==> config.mk <==
export PLATFORM = sky130hd
export DESIGN_NAME = v_instr_queue
export DESIGN_NICKNAME = d
export VERILOG_FILES = /design/src/rtl/v_instr_queue.sv
export SDC_FILE = /design/constraint.sdc
export NUM_CORES = 1
export LEC_CHECK = 0
export BUFFER_PORTS_ARGS = -buffer_cell sky130_fd_sc_hd__buf_2
export CAP_MARGIN = 15
export CORE_ASPECT_RATIO = 1.5
export CORE_MARGIN = 2
export CORE_UTILIZATION = 45
export CTS_CLUSTER_SIZE = 20
export DETAILED_ROUTE_END_ITERATION = 6
export PLACE_DENSITY = 0.7
export RECOVER_POWER = 100
export SYNTH_ARGS = -nofsm -noshare
export SYNTH_HDL_FRONTEND = slang
export SYNTH_SLANG_ARGS = --single-unit
==> constraint.sdc <==
create_clock -name clk -period 5.8 [get_ports clk]
set_clock_uncertainty 0.1 [all_clocks]
set_input_delay 0 -clock clk [delete_from_list [all_inputs] [get_ports clk]]
set_output_delay 0 -clock clk [all_outputs]
set_load 0.01 [all_outputs]
==> src/rtl/v_instr_queue.sv <==
// v_instr_queue: FIFO buffering vector instructions with rs1/rs2 and a SEW stamp
// tracked by snooping vset{i}vl{i} at push time.
module v_instr_queue #(
  parameter int DEPTH = 4,
  parameter int CNT_W = $clog2(DEPTH) + 1
) (
  input  logic             clk,
  input  logic             rstn,
  input  logic             s_instr_vld_i,
  input  logic [31:0]      s_instr_i,
  input  logic [31:0]      s_rs1_i,
  input  logic [31:0]      s_rs2_i,
  output logic             s_instr_rdy_o,
  input  logic             flush_i,
  output logic [31:0]      sched_instr_o,
  output logic [31:0]      sched_rs1_o,
  output logic [31:0]      sched_rs2_o,
  output logic [1:0]       sched_sew_o,
  input  logic             sched_stall_i,
  output logic             empty_o,
  output logic [CNT_W-1:0] count_o
);
  localparam int PW = $clog2(DEPTH);
  logic [31:0] instr_q [DEPTH];
  logic [31:0] rs1_q [DEPTH];
  logic [31:0] rs2_q [DEPTH];
  logic [1:0] sew_q [DEPTH];
  logic [PW-1:0] wr_ptr, rd_ptr;
  logic [CNT_W-1:0] count;
  logic [1:0] sew_reg, new_sew, stamp;
  logic push, pop, is_vset;
  assign count_o = count;
  assign empty_o = count == '0;
  assign s_instr_rdy_o = count != CNT_W'(DEPTH);
  assign push = s_instr_vld_i && s_instr_rdy_o;
  assign pop = !empty_o && !sched_stall_i;
  assign is_vset = s_instr_i[6:0] == 7'b1010111 && s_instr_i[14:12] == 3'b111;
  // only vsetvl (bits 31:30 = 10) takes SEW from rs2; immediate forms use vtype[4:3]
  assign new_sew = s_instr_i[31:30] == 2'b10 ? s_rs2_i[4:3] : s_instr_i[24:23];
  assign stamp = is_vset ? new_sew : sew_reg;
  assign sched_instr_o = empty_o ? '0 : instr_q[rd_ptr];
  assign sched_rs1_o = empty_o ? '0 : rs1_q[rd_ptr];
  assign sched_rs2_o = empty_o ? '0 : rs2_q[rd_ptr];
  assign sched_sew_o = empty_o ? '0 : sew_q[rd_ptr];
  always_ff @(posedge clk) begin
    if (push && !flush_i) begin
      instr_q[wr_ptr] <= s_instr_i;
      rs1_q[wr_ptr] <= s_rs1_i;
      rs2_q[wr_ptr] <= s_rs2_i;
      sew_q[wr_ptr] <= stamp;
    end
  end
  always_ff @(posedge clk or negedge rstn) begin
    if (!rstn) begin
      wr_ptr <= '0;
      rd_ptr <= '0;
      count <= '0;
      sew_reg <= 2'b00;
    end else if (flush_i) begin
      wr_ptr <= '0;
      rd_ptr <= '0;
      count <= '0;
    end else begin
      if (push) wr_ptr <= wr_ptr + PW'(1);
      if (pop) rd_ptr <= rd_ptr + PW'(1);
      if (push && is_vset) sew_reg <= new_sew;
      count <= count + CNT_W'(push) - CNT_W'(pop);
    end
  end
endmodule

; ---- Word-level counts from Yosys, hierarchy flattened
; Memories as Yosys holds them, arrays and structs flattened.
; Cells that the tools add are included.
; W data, S select, Z words.
[classes]
addsub = 4
eq_ne = 4
n_mux = 13
bitwise = 1
n_reduce_logical = 12
[ops]
columns = operator, n
row1 = $mux W32, 3
row2 = $mux W2, 7
row3 = $eq A7 B7 Y1 const B, 1
row4 = $logic_and A1 B1 Y1, 5
row5 = $add A2 B1 Y2 const B, 2
row6 = $reduce_bool A2 Y1, 2
row7 = $add A3 B1 Y3, 1
row8 = $eq A3 B3 Y1 const B, 1
row9 = $logic_not A1 Y1, 3
row10 = $logic_not A3 Y1, 1
row11 = $mux W3, 1
row12 = $ne A3 B3 Y1 const B, 1
row13 = $sub A3 B1 Y3, 1
row14 = $eq A2 B2 Y1 const B, 1
row15 = $mux W1, 2
row16 = $reduce_and A2 Y1, 1
row17 = $not A1 Y1, 1
[word_totals]
register_bits = 9
ramBits = 392
in_bits = 101
mem_count = 4
[mem_list]
columns = memory, words, word_bits, read_ports, rd_clocked_by_memory_dff, write_ports, line_no
row1 = instr_q, 4, 32, 1, 0, 1, 24  ; logic [31:0] instr_q [DEPTH];
row2 = rs1_q, 4, 32, 1, 0, 1, 25  ; logic [31:0] rs1_q [DEPTH];
row3 = rs2_q, 4, 32, 1, 0, 1, 26  ; logic [31:0] rs2_q [DEPTH];
row4 = sew_q, 4, 2, 1, 0, 1, 27  ; logic [1:0] sew_q [DEPTH];

; ---- Depth between registers and ports, before layout
[logic_depth]
word_depth = 5
depth_mapped = 9
ltp_nobuf = 9

; ---- Worst setup path before layout
; Ideal clock, no wire load.
[synth_timing]
path_kind = reg2reg
startpoint = reg count[2], in the netlist count_o[2]
endpoint = mem instr_q[0][0], enable pin
t_arrival_ns = 3.182
t_required_ns = 5.232
slack_ns = 2.050
stages_incl_launch_ff = 4
synth_period_minus_slack_ns = 3.750
path_cell_list = dfrtp_1 > nor3b_4 > nor3_1 > and2_1
[synth_between]
elab_chain_cells = 5
[synth_lines]
columns = item, line_no
row1 = start: declaration, 29  ; logic [CNT_W-1:0] count;
row2 = start signal: assignment, 67  ; count <= count + CNT_W'(push) - CNT_W'(pop);
row3 = $ne A3 B3 Y1, 34  ; assign s_instr_rdy_o = count != CNT_W'(DEPTH);
row4 = $logic_and A1 B1 Y1, 35  ; assign push = s_instr_vld_i && s_instr_rdy_o;
row5 = $logic_and A1 B1 Y1, 46  ; if (push && !flush_i) begin
row6 = $mux W1, 46
row7 = $mux W1 (not written as such), 47  ; instr_q[wr_ptr] <= s_instr_i;
row8 = end: declaration, 24
; Every way passes these cells.

; ---- Final worst setup path
[layout_timing]
startpoint = reg count[2], in the netlist count_o[2]
endpoint = mem rs1_q[0][31], enable pin
[layout_between]
elab_chain_cells = 5
[layout_lines]
columns = item, line_no
row1 = $ne A3 B3 Y1, 34
row2 = $logic_and A1 B1 Y1, 35
row3 = $logic_and A1 B1 Y1, 46
row4 = $mux W1, 46
row5 = $mux W1 (not written as such), 48  ; rs1_q[wr_ptr] <= s_rs1_i;
row6 = end: declaration, 25
; Every way passes these cells.

==> flow_metrics.tcl <==
set metrics [dict create \
    status "complete, but fails checks" \
    violations "capacitance limit, slew limit" \
    report.final.slew_viol_count 131 \
    ioPinCount 204 \
    postCtsSetupBuffers 0 \
    drtIter0Drc 432 \
    synthAdderAreaFrac_pct 0.535 \
    cp.buffers_inverters 1 \
    grt.busiest_layer "met2" \
    fp.dieW_um 155 \
    hp-class "input port to flop" \
    yosys.area_share.simple_pct 5.01 \
    grt_util_met1_pct 22.3 \
    synth-seq-cells 401 \
    synth.avg_cell_area_um2 22.6 \
    cts_sinks 401 \
    drc_errors 0 \
    cts_tree "done" \
    ys_seq_area_share_pct 77.7 \
    ctsResizeCount 0 \
    synthMuxAreaShare_pct 14.7 \
    htree_num_levels 2 \
    slew_headroom_pct -43.3 \
    critPathCaptureType "flop" \
    path_clk_slew_ps 60 \
    cts-buffers-inserted 38 \
    yosys.cell_types.count 33 \
    synth-edff-count 392 \
    total_power_mw 7.72 \
    hold_viol_final 0 \
    finalCriticalPeriod_ps 4000 \
    grtUsageMet3_pct 2.91 \
    grt_pass1_vias 8199 \
    crit_path_max_fanout 65 \
    finalNetCount 1109 \
    synth_top_area_share_pct 76.2 \
    timing.rr.start "count_o[2]" \
    synth_compound_area_share_pct 0.373 \
    use_met2_pct 30.9 \
    cp.required_ps 5800 \
    period_share_pct 69.0 \
    fin_hold_ws_ps 163 \
    critPathLaunchType "flop" \
    synth_area_leader_cell "edfxtp_1" \
    vias 7673 \
    worstHoldStart "s_rs1_i[9]" \
    start_util_pct 45.3 \
    critPathArrivalTime_ps 4000 \
    slowest_stage "clkbuf_1" \
    cts.path.max_buffers 3 \
    postRouteAntennaNets 0 \
    crit_path_start "count_o[2]" \
    cp_cell_sequence "nor3b_1 -> nor3_1 -> and2_4 -> clkbuf_1" \
    dieArea_um2 35900 \
    grt_max_degree 77 \
    crit_family "buffers and inverters" \
    synth_area_um2 15400 \
    synth-async-reset-ratio_pct 2.24 \
    critPathKind "flop to flop" \
    finalSetupViolCount 0 \
    grt.total_usage_pct 17.7 \
    synthCells 683 \
    tightest_slew_ps 2150 \
    cpPeakStageDelay_ps 1610 \
    hpwlAfterDp_um 18400 \
    synth_xor_area_share_pct 0.113 \
    overflow 0 \
    yosys-top-cells-area "edfxtp_1, mux4_2, nor2b_1" \
    die_h_um 231 \
    row_count 83 \
    ir_drop_mv 0.295 \
    reg_top3 "instr_q: 128 flops, rs1_q: 128 flops, rs2_q: 128 flops" \
    dr.pass1.iters 4 \
    grt_pass1_wl_um 47600 \
    drive_above_1_share_pct 16.4 \
    grt_antenna_before_repair 2 \
    port_buffers 203 \
    power_density_nw_per_um2 410 \
    syn2layout_area_growth_pct 22.0 \
    fillers 2732 \
    core_area_um2 34100 \
    synth_top_family_by_area "multiplexers" \
    wl_um 31400 \
    fmax_mhz 250 \
    rsz0062_at_grt "false" \
    yosys_warnings 0 \
    setup-tns-final_ps 0 \
    ys.flop_type "edfxtp_1" \
    via_per_inst 5.27 \
    place_congestion 0.734 \
    p_leak_nw 5.89 \
    wl_per_cell_um 21.6 \
    cts_hold_buf 102 \
    root_buffer "clkbuf_16" \
    clock_latency_ps 520 \
    max_cap_viol_count 4 \
    synth.net_count 790 \
]
-- worst register-to-register path, delay by kind of cell, from the launching register on --
kind / cells / cell delay, ps
flip-flops: 1 / 410
AND/OR/NAND/NOR: 3 / 1430
buffers and inverters: 1 / 1630
-- final cells by class --
| type | count | area [um2] | area share, % |
|---|---|---|---|
| antenna | 2 | 5.00 | 0.0266 |
| tap | 425 | 532 | 2.82 |
| inverter | 6 | 22.5 | 0.120 |
| clock inverter | 22 | 201 | 1.07 |
| sequential | 401 | 12000 | 63.7 |
| clock buffer | 45 | 1040 | 5.52 |
| timing repair buffer | 313 | 1850 | 9.79 |
| multi-input combinational | 242 | 3190 | 16.9 |
-- logic make-up after synthesis --
logic type	Yosys count
DFF	401
and+or+nand+nor	120
muxes	104
buffers and inverters	40
AOI/OAI and AO/OA	10
adders and majority gates	6
xor gates and xnor gates	2
-- worst paths after layout --
kind	endpoint	slack, ps	cells past startpoint
worst max-delay path	rs1_q[0][31]	1800	4
worst min-delay path	rs1_q[1][9]	160	2
worst max register to register	rs1_q[0][31]	1800	4
worst min register to register	sew_reg[0]	410	1
max in group asynchronous	rd_ptr[1]	4790	3
min in group asynchronous	rd_ptr[0]	420	3
-- metal layers --
layer | share of wire, % | vias up
met1 | 40 | 3953
met3 | 4.7 | 66
met5 | 0 | -
met2 | 52 | 230
li1 | - | 3424
met4 | 3.4 | 0
-- layout by cell type (no fill, tap or decap), drive strengths merged, types with 2 or more instances in the layout --
cell type,netlist,layout
and2b,4,4
and2,4,4
dfrtp,9,9
mux2,6,6
bufinv,0,4
nor2,2,2
nor3,3,3
diode,0,2
clkbuf,16,246
dlygate4sd3,0,102
nand3,2,2
mux4,98,98
clkinv,0,18
edfxtp,392,392
inv,6,6
a21oi,4,4
ha,5,5
buf,18,10
nand4b,3,3
nor2b,96,96
o21ai,3,3
-- cells in the mapped netlist, types with 2 or more instances --
master / number
nand4b_1: 3
mux4_2: 98
nor3_1: 2
nand3_1: 2
mux2_2: 6
a21oi_1: 4
and2b_1: 4
and2_1: 4
ha_1: 5
nor2b_1: 96
buf_2: 6
clkbuf_1: 16
dfrtp_1: 9
edfxtp_1: 392
inv_1: 5
o21ai_0: 3
nor2_1: 2
buf_6: 11
-- stage by stage --
stage | utilization [%] | cell area [um2] | worst slack [ps] | std cells
2_1_floorplan | - | 15400 | 2050 | 683
3_3_place_gp | 49.5 | 16900 | 2820 | 1284
3_5_place_dp | 49.5 | 16900 | 2780 | 1284
4_1_cts | 56.1 | 19100 | 2380 | 1453
5_1_grt | 55.3 | 18800 | 1370 | 1456
6_report | 55.3 | 18800 | 1800 | 1456
-- power by group --
part	leakage, nW	internal [mW]	switching (mW)
registers	3.68	3.35	0.120
clock network	0.611	1.46	1.01
logic	1.60	0.756	1.03
total	5.89	5.56	2.16
Power figures use the tool's default switching activity.
